$ cat config.mk
export PLATFORM = sky130hd
export DESIGN_NAME = corefifo_wr_skid
export DESIGN_NICKNAME = d
export VERILOG_FILES = /design/src/rtl/corefifo_pkg.sv /design/src/rtl/corefifo_wr_stat.sv /design/src/rtl/corefifo_wr_skid.sv
export SDC_FILE = /design/constraint.sdc
export NUM_CORES = 1
export LEC_CHECK = 0
export ABC_AREA = 1
export ABC_CLOCK_PERIOD_IN_PS = 1900
export BUFFER_PORTS_ARGS = -buffer_cell sky130_fd_sc_hd__buf_2
export CAP_MARGIN = 20
export CORE_ASPECT_RATIO = 1.1
export CORE_UTILIZATION = 55
export CTS_BUF_LIST = sky130_fd_sc_hd__clkbuf_8
export DETAILED_ROUTE_END_ITERATION = 12
export PLACE_DENSITY = 0.8
export SLEW_MARGIN = 25
export SYNTH_ARGS = -nofsm -noshare
export SYNTH_HDL_FRONTEND = slang
export SYNTH_SLANG_ARGS = --single-unit
$ cat constraint.sdc
create_clock -name clk -period 1.9 [get_ports clk]
set_clock_uncertainty 0.1 [all_clocks]
set_input_delay 0.285 -clock clk [delete_from_list [all_inputs] [get_ports clk]]
set_output_delay 0.285 -clock clk [all_outputs]
set_load 0.02 [all_outputs]
$ cat src/rtl/corefifo_pkg.sv
// Shared definitions for the corefifo write-side blocks: skid FSM state
// encodings, statistics counter widths and a saturating increment helper.
package corefifo_pkg;

    typedef enum logic [1:0] {
        ST_EMPTY = 2'b00,
        ST_ONE   = 2'b01,
        ST_TWO   = 2'b10
    } state_t;

    localparam int WR_CNT_W   = 16;
    localparam int DROP_CNT_W = 8;

    function automatic logic [DROP_CNT_W-1:0] sat_inc(input logic [DROP_CNT_W-1:0] value);
        return (&value) ? value : value + 1'b1;
    endfunction

endpackage

$ cat src/rtl/corefifo_wr_stat.sv
// Write-side statistics: wrapping write counter, saturating drop counter and
// a sticky overflow flag cleared by clr_ovf.
module corefifo_wr_stat
    import corefifo_pkg::*;
(
    input  logic                  clk,
    input  logic                  rst,
    input  logic                  wr_pulse,
    input  logic                  drop_pulse,
    input  logic                  clr_ovf,
    output logic                  overflow,
    output logic [WR_CNT_W-1:0]   wr_count,
    output logic [DROP_CNT_W-1:0] drop_count
);

    // NOTE: sequential state is updated only with non-blocking assignments so
    // every register samples its inputs from before the clock edge.
    always_ff @(posedge clk) begin
        if (rst) begin
            overflow   <= 1'b0;
            wr_count   <= '0;
            drop_count <= '0;
        end else begin
            if (wr_pulse)
                wr_count <= wr_count + 1'b1;

            // A drop coinciding with a clear restarts the count at one.
            if (drop_pulse) begin
                overflow   <= 1'b1;
                drop_count <= clr_ovf ? DROP_CNT_W'(1) : sat_inc(drop_count);
            end else if (clr_ovf) begin
                overflow   <= 1'b0;
                drop_count <= '0;
            end
        end
    end

endmodule

$ cat src/rtl/corefifo_wr_skid.sv
// Two-entry skid buffer in front of a FIFO write port: absorbs the registered
// full flag, optionally discarding words instead of back-pressuring.
module corefifo_wr_skid
    import corefifo_pkg::*;
#(
    parameter int WWIDTH       = 10,
    parameter bit WRITE_LOW    = 1'b1,
    parameter bit DROP_ON_FULL = 1'b0
) (
    input  logic                  clk,
    input  logic                  rst,
    input  logic                  s_valid,
    input  logic [WWIDTH-1:0]     s_data,
    output logic                  s_ready,
    input  logic                  fifo_full,
    output logic                  fifo_wr_en,
    output logic [WWIDTH-1:0]     fifo_din,
    input  logic                  clr_ovf,
    output logic                  idle,
    output logic                  overflow,
    output logic [WR_CNT_W-1:0]   wr_count,
    output logic [DROP_CNT_W-1:0] drop_count
);

    state_t            state, state_nxt;
    logic [WWIDTH-1:0] main_q, main_nxt;
    logic [WWIDTH-1:0] skid_q, skid_nxt;
    logic              accept, drain, drop;

    // Outputs are forced to their quiet values while reset is asserted.
    assign s_ready    = !rst && (DROP_ON_FULL || state != ST_TWO);
    assign accept     = s_valid && s_ready;
    assign drain      = !rst && state != ST_EMPTY && !fifo_full;
    assign fifo_wr_en = WRITE_LOW ? !drain : drain;
    assign fifo_din   = rst ? '0 : main_q;
    assign idle       = rst || state == ST_EMPTY;

    // NOTE: every signal written here gets a default first, so no path leaves
    // it unassigned and no latch is inferred.
    always_comb begin
        state_nxt = state;
        main_nxt  = main_q;
        skid_nxt  = skid_q;
        drop      = 1'b0;
        case (state)
            ST_EMPTY: begin
                if (accept) begin
                    state_nxt = ST_ONE;
                    main_nxt  = s_data;
                end
            end
            ST_ONE: begin
                if (accept && drain) begin
                    main_nxt = s_data;
                end else if (accept) begin
                    state_nxt = ST_TWO;
                    skid_nxt  = s_data;
                end else if (drain) begin
                    state_nxt = ST_EMPTY;
                end
            end
            ST_TWO: begin
                // Accept in this state is only possible in drop mode.
                if (drain) begin
                    main_nxt = skid_q;
                    if (accept)
                        skid_nxt = s_data;
                    else
                        state_nxt = ST_ONE;
                end else if (accept) begin
                    drop = 1'b1;
                end
            end
            default: state_nxt = ST_EMPTY;
        endcase
    end

    always_ff @(posedge clk) begin
        if (rst) begin
            state  <= ST_EMPTY;
            main_q <= '0;
            skid_q <= '0;
        end else begin
            state  <= state_nxt;
            main_q <= main_nxt;
            skid_q <= skid_nxt;
        end
    end

    corefifo_wr_stat u_stat (
        .clk        (clk),
        .rst        (rst),
        .wr_pulse   (drain),
        .drop_pulse (drop),
        .clr_ovf    (clr_ovf),
        .overflow   (overflow),
        .wr_count   (wr_count),
        .drop_count (drop_count)
    );

endmodule
Word level (Yosys, flattened, before mapping):

Cells that the tools add are included.
W data, S select, Z words.

* add/sub/neg operators: 2
* reductions and logical operators: 19
* mux-type cells: 25
* eq/ne operators: 10

Operators by type and width (number)
* $mux W10: 7
* $mux W8: 4
* $pmux W10 S3: 1
* $pmux W10 S2: 1
* $add A16 B1 Y16 const B: 1
* $ne A2 B2 Y1 const B: 7
* $mux W2: 6
* $add A8 B1 Y8 const B: 1
* $reduce_and A8 Y1: 1
* $pmux W2 S3: 1
* $reduce_bool A2 Y1: 3
* $logic_and A1 B1 Y1: 5
* $mux W1: 5
* $reduce_and A5 Y1: 1
* $reduce_and A4 Y1: 1
* $logic_not A1 Y1: 3
* $ne A3 B3 Y1 const B: 1
* $reduce_and A3 Y1: 1
* $reduce_bool A3 Y1: 1
* $eq A2 B1 Y1 const B: 1
* $eq A2 B2 Y1 const B: 1
* $logic_not A2 Y1: 1
* $reduce_and A2 Y1: 1
* $logic_or A1 B1 Y1: 1

* output and inout port bits: 38
* flip-flop bits (word level): 47
* bits of input ports: 15
* logic and storage cells: 62

Longest topological paths before layout:

Gate-level depths: netlist of run 1.

* depth after elaboration: 8
* depth in mapped cells: 9
* mapped depth without buffers: 8

Cells and area by module:

A second synthesis of run 1 with hierarchy kept.

* cell total of the unflattened synthesis: 370
* area total of the unflattened synthesis: 2426.1 µm²

By module, submodules not included
* corefifo_wr_stat: times used 1, cells each 189, sequential area each 500.5 µm², area each 1267.5 µm²
* corefifo_wr_skid: times used 1, cells each 181, sequential area each 440.4 µm², area each 1158.6 µm²

Worst setup path before layout of run 1:

No wires, ideal clock.

* path type: register -> register
* from: register u_stat.wr_count[0]
* to: register u_stat.wr_count[14]
* slack: 0.341 ns
* cell stages (with the launch flop): 7
* arrival time: 1.389 ns
* setup time: 0.070 ns
* data required time: 1.730 ns
* clock period less this slack: 1.559 ns
* cells stage by stage: dfxtp_1 -> ha_1 -> nand3_1 -> nor2_1 -> and2_1 -> nand2_1 -> a21oi_1

* word-level cells in the longest chain between the ends: 1

RTL lines
* start: declaration: line corefifo_wr_stat.sv:12 `output logic [WR_CNT_W-1:0] wr_count,`
* start signal: assignment: line corefifo_wr_stat.sv:25 `wr_count <= wr_count + 1'b1;`
* $add A16 B1 Y16: line corefifo_wr_stat.sv:25

No other way between the ends.
A chain may end at the register's enable or synchronous reset.

Worst setup path after layout of run 1:

* from: register state[0]
* to: output port s_ready

* word-level cells in the longest chain between the ends: 2

RTL lines
* start: declaration: line corefifo_wr_skid.sv:25 `state_t state, state_nxt;`
* start signal: assignment: line corefifo_wr_skid.sv:84 `state <= state_nxt;`
* $ne A2 B2 Y1: line corefifo_wr_skid.sv:31 `assign s_ready = !rst && (DROP_ON_FULL || state != ST_TWO);`
* $logic_and A1 B1 Y1: line corefifo_wr_skid.sv:31
* end: declaration: line corefifo_wr_skid.sv:14 `output logic s_ready,`

No other way between the ends.

==> flow_summary.toml, run 1 <==
[timing]
min_period_over_period = 0.940
worstMarginPinSlew_ns = 0.434
tns_ns = 0
slew_headroom = 0.709
rsz0062_at_grt = "false"
setup_viol = 0
hold_viol = 0
period_needed_ns = 1.79
final_max_slew_viol_count = 0
max_freq_mhz = 560
hold_slack_ns = 0.144

[cts]
postCtsSetupBuffers = 0
clockBufferDepth = 2
clkTransAtPathRegs_ns = 0.09
clkSinkCount = 47
cts_tree = "built"
clockRootBuffer = "clkbuf_8"
cts_hold_buf = 0
clkLatencyLatePin_ns = 0.30
cts_buffers = 5
h-tree-depth = 2
cts_resized = 0

[drt]
wl_um = 4430
drcViolationCount = 0
avgViaCountPerCell = 4.88
ant_nets = 0
firstDrtPassIters = 5
avgRoutedWirePerCell_um = 10.5
drtIter0Drc = 209
vias = 2053

[global_route]
grt.overflow.total = 0
antenna_found_initial = 0
grt_pass1_wl_um = 7160
grt_max_degree = 34
track_usage = 0.232
grt_pass1_vias = 1698

[logic_synthesis]
post-synth-top-area-cell = "dfxtp_1"
synth_top_area_frac = 0.438
yosys_warnings = 0
synth.ff_latch_count = 47
ys_top_cells_by_area = "dfxtp_1, nand2_1, nor2_1, inv_1, nand3_1"
synth_async_sr_flop_share = 0
syn_nets = 336
synth-edff-count = 0
ys_types = 25
syn-instance-count = 320
syn_avg_cell_area_um2 = 6.71
syn-cell-area_um2 = 2150
seq_area_frac_synth = 0.438
synth_ff_type = "dfxtp_1"

[floorplan]
die_h_um = 67.6
pin_count = 53
rows = 23
core_area_um2 = 3680
die_area_um2 = 4160
start_util = 0.583
fp.dieW_um = 61.6

[worst_setup_path]
r2r_start = "state[1]"
critPathSlowestCell = "dfxtp_1"
crit_path_end = "s_ready"
required_ns = 1.51
crit_path_start = "state[0]"
startpoint_type = "register"
r2r_setup_slack_ns = 0.21
crit_fanout = 11
path_class = "register to primary output"
arrival_ns = 1.40
regToRegEndpoint = "main_q[8]"
cp_slowest_stage_delay_ns = 0.31
cp-end-kind = "primary output"
worstRegToRegCells = 7
crit_chain = "inv_1 > nand2_2 > buf_6 > inv_1 > buf_4 > nor2_1 > buf_4"

[flow_run]
cap_violations = 0

[min_path]
hp-class = "input pin to register"

[cells_and_area]
final_area_um2 = 2580
final_cell_mix = "nand2_1, nor2_1, buf_2"
layout-drive-gt1-share = 0.197
antenna_cells = 0
layout.nets = 386
syn_to_final_growth_pct = 20.1
final_common_cell = "nand2_1"

[power_and_ir_drop]
power_uw = 2300
p_per_area_nw_per_um2 = 891
vdd_drop_max_v = 0.000616
p_leak_uw = 0.00128

[run_status]
outcome = "finished, final reports clean"

[placement]
placed_area_um2 = 2440
portBuffers = 52
place_hpwl_um = 3120
place_congestion = 0.810
## final cells by class
type,count,area (um^2)
Fill cell,358,1100
Multi-Input combinational cell,226,1010
Sequential cell,47,941
Timing Repair Buffer,58,312
Inverter,32,125
Clock buffer,5,68.8
Clock inverter,3,63.8
Tap cell,50,62.6
## state kept, by name, indices dropped and copies added, names as in the netlist
| signal | flops |
|---|---|
| u_stat.wr_count | 16 |
| main_q | 10 |
| state | 2 |
| u_stat.overflow | 1 |
| skid_q | 10 |
| u_stat.drop_count | 8 |
## per-stage QoR
step / setup WS (ns) / instances / util
floorplan: 0.341 / 320 / -
global placement: 0.150 / 413 / 0.661
detailed placement: 0.0893 / 413 / 0.661
CTS: 0.0455 / 421 / 0.697
global route: 0.0254 / 421 / 0.700
finish: 0.113 / 421 / 0.700
## where the power goes
group | switching, uW | total (uW) | internal (uW)
clock | 318 | 838 | 520
sequential | 22.2 | 1070 | 1050
combinational | 253 | 390 | 137
total | 593 | 2300 | 1710
## worst max-delay path: cells and delay by family (launching register included)
| family | cells | cell delay [ns] |
|---|---|---|
| and+or+nand+nor | 2 | 0.14 |
| buffers and inverters | 5 | 0.67 |
| DFF | 1 | 0.31 |
## worst min-delay path by stage
| stage | start | endpoint | slack, ns | cells after the start |
|---|---|---|---|---|
| after floorplan | s_data[0] | skid_q[0] | 0.35 | 2 |
| after CTS | s_data[2] | skid_q[2] | 0.14 | 3 |
| after detailed placement | u_stat.drop_count[1] | u_stat.drop_count[1] | 0.33 | 2 |
| final | s_data[2] | skid_q[2] | 0.14 | 3 |
| after global placement | u_stat.drop_count[0] | u_stat.drop_count[0] | 0.33 | 2 |
| after global routing | s_data[9] | skid_q[9] | 0.15 | 3 |
## cell usage after synthesis (2+ instances only)
library cell	n
inv_1	30
dfxtp_1	47
buf_6	2
nor2_1	72
clkbuf_1	5
o21ai_0	14
buf_2	6
nand2_1	81
nand4_1	7
nor3_1	3
a21oi_1	19
nand3_1	21
## layer usage
metal / GRT usage / up-vias / wire length (um)
li1: - / 1098 / -
met1: 0.301 / 888 / 2060
met2: 0.363 / 62 / 2070
met3: 0.0670 / 5 / 256
met4: 0.0833 / 0 / 47
met5: 0 / - / 0
## kinds of logic after synthesis
family | after synthesis | share of synthesized area
buffers and inverters | 47 | 0.0955
and+or+nand+nor | 191 | 0.380
xor gates and xnor gates | 1 | 0.00408
adders and majority gates | 1 | 0.00582
DFF | 47 | 0.438
AOI/OAI and AO/OA | 33 | 0.0769
Power figures use the tool's default switching activity.
==> run 2: changes to the inputs <==
Settings changed: BUFFER_PORTS_ARGS -buffer_cell sky130_fd_sc_hd__buf_2 to not set, CORE_UTILIZATION 55 to 65, DONT_BUFFER_PORTS set to 1, PLACE_DENSITY 0.8 to 0.79.
==> flow_summary.toml, run 2 (synthesis gave the netlist of run 1 again) <==
[drt]
avgRoutedWirePerCell_um = 11.7
firstDrtPassIters = 8
wl_um = 4180
drtIter0Drc = 145
ant_nets = 0
drcViolationCount = 10
vias = 1889
avgViaCountPerCell = 5.26

[timing]
final_max_slew_viol_count = 0
max_freq_mhz = 578
period_needed_ns = 1.73
worstMarginPinSlew_ns = 0.586
min_period_over_period = 0.911
rsz0062_at_grt = "false"
hold_slack_ns = 0.0508
slew_headroom = 0.608
setup_viol = 0
tns_ns = 0
hold_viol = 0

[global_route]
grt_pass1_wl_um = 7310
grt_max_degree = 26
grt_pass1_vias = 1744
track_usage = 0.262
antenna_found_initial = 0
grt.overflow.total = 0

[cells_and_area]
fillers = 260
largest_register_ff_count = 16
regArea_um2 = 941
antenna_cells = 0
regMostFlops = "u_stat.wr_count"
final_common_cell = "nand2_1"
final_cell_mix = "nand2_1, nor2_1, dfxtp_1"
reg_top3 = "u_stat.wr_count x16, main_q x10, skid_q x10"
layout.nets = 341
multi_input_area_um2 = 1000
layout-drive-gt1-share = 0.0738
syn_to_final_growth_pct = 7.11

[worst_setup_path]
regToRegEndpoint = "main_q[6]"
startpoint_type = "register"
r2r_setup_slack_ns = 0.24
crit_path_start = "state[0]"
cp_slowest_stage_delay_ns = 0.32
required_ns = 1.51
arrival_ns = 1.35
r2r_start = "state[0]"
path_depth = 5
critPathSlowestCell = "nor2_1"
crit_fanout = 11
cpMostUsedCell = "inv_1"
crit_chain = "inv_1 > nand2_1 > inv_1 > buf_4 > nor2_1"
critical-path-top-delay-family = "simple AND/OR/NAND/NOR gates"
worstRegToRegCells = 7
path_class = "register to primary output"
cp-end-kind = "primary output"
crit_buf_inv = 3
crit_path_end = "s_ready"

[run_status]
outcome = "finished with violations"
violations = "DRC"

[placement]
place_hpwl_um = 2870
place_congestion = 0.820
portBuffers = 0

[cts]
h-tree-depth = 2
clkSinkCount = 47
cts_tree = "built"
cts_resized = 0
cts_buffers = 5
clkLatencyLatePin_ns = 0.30
clockBufferDepth = 2
clkTransAtPathRegs_ns = 0.08
clockRootBuffer = "clkbuf_8"

[power_and_ir_drop]
p_clk_frac = 0.296
pwr-share-comb = 0.174
p_leak_uw = 0.00103
p_per_area_nw_per_um2 = 874
p_sw_frac = 0.281
intPower_uw = 1450
vdd_drop_max_v = 0.000563
power_switching_uw = 566
seqPwrFrac = 0.530

[floorplan]
pin_count = 53
core_area_um2 = 3100
rows = 21
fp.dieW_um = 56.8
start_util = 0.693
die_area_um2 = 3540
die_h_um = 62.3

[min_path]
hp-class = "input pin to register"

[flow_run]
cap_violations = 0
==> run 2: cell count changes in the layout (fill, tap and decap cells not counted), moves of 2 or more <==
cell / change
nand2_2: -2
nand2_1: +2
buf_4: +5
dlygate4sd3_1: +2
bufinv_16: -2
buf_2: -51
==> run 2: per-stage QoR <==
stage               setup slack [ns]   util  total power (uW)  instances  cell area, um^2
global route                  0.0295  0.742              2140        359             2300
floorplan                      0.341      -              1390        320             2150
CTS                            0.149  0.742              2030        359             2300
detailed placement             0.269  0.707              1430        350             2190
global placement               0.330  0.707              1430        350             2190
finish                         0.169  0.742              2010        359             2300
==> run 2: worst min path at each step <==
stage / start / end / slack, ns / cells after the start
global placement: clr_ovf / u_stat.drop_count[6] / 0.26 / 1
finish: s_data[2] / skid_q[2] / 0.05 / 2
global route: s_data[4] / skid_q[4] / 0.04 / 2
detailed placement: rst / state[1] / 0.26 / 1
CTS: s_data[4] / skid_q[4] / 0.05 / 2
floorplan: s_data[0] / skid_q[0] / 0.35 / 2
==> run 2: routing by layer <==
| metal | up-vias | part of all wire | global-route usage |
|---|---|---|---|
| met5 | - | 0 | 0 |
| met4 | 0 | 0.016 | 0.113 |
| met3 | 8 | 0.052 | 0.0708 |
| met2 | 49 | 0.47 | 0.445 |
| met1 | 823 | 0.46 | 0.306 |
| li1 | 1009 | - | - |
==> run 2: what timing repair did <==
action                                 CTS  global route
hold buffers                             2             0
setup buffers                            0             0
endpoints found under the hold margin   14             0
==> run 2: final cells by class <==
class,instances,share of cell area
Multi-Input combinational cell,226,0.436
Clock inverter,1,0.00218
Clock buffer,6,0.0359
Timing Repair Buffer,13,0.0446
Tap cell,34,0.0185
Inverter,32,0.0544
Sequential cell,47,0.409
==> run 2: power groups by stage <==
stage / sequential (uW) / clock (uW) / combinational, uW
global placement: 1090 / 0 / 337
detailed placement: 1090 / 0 / 341
floorplan: 1090 / 0 / 292
CTS: 1070 / 610 / 350
finish: 1070 / 595 / 350
global route: 1070 / 657 / 407
==> run 2: worst reg2reg max path: cells and delay by family (launching register included) <==
| kind | cells | cell delay [ns] |
|---|---|---|
| AND/OR/NAND/NOR | 5 | 0.79 |
| flip-flops | 1 | 0.31 |
| AO/OA/AOI/OAI | 1 | 0.29 |
| buffers and inverters | 1 | 0.07 |
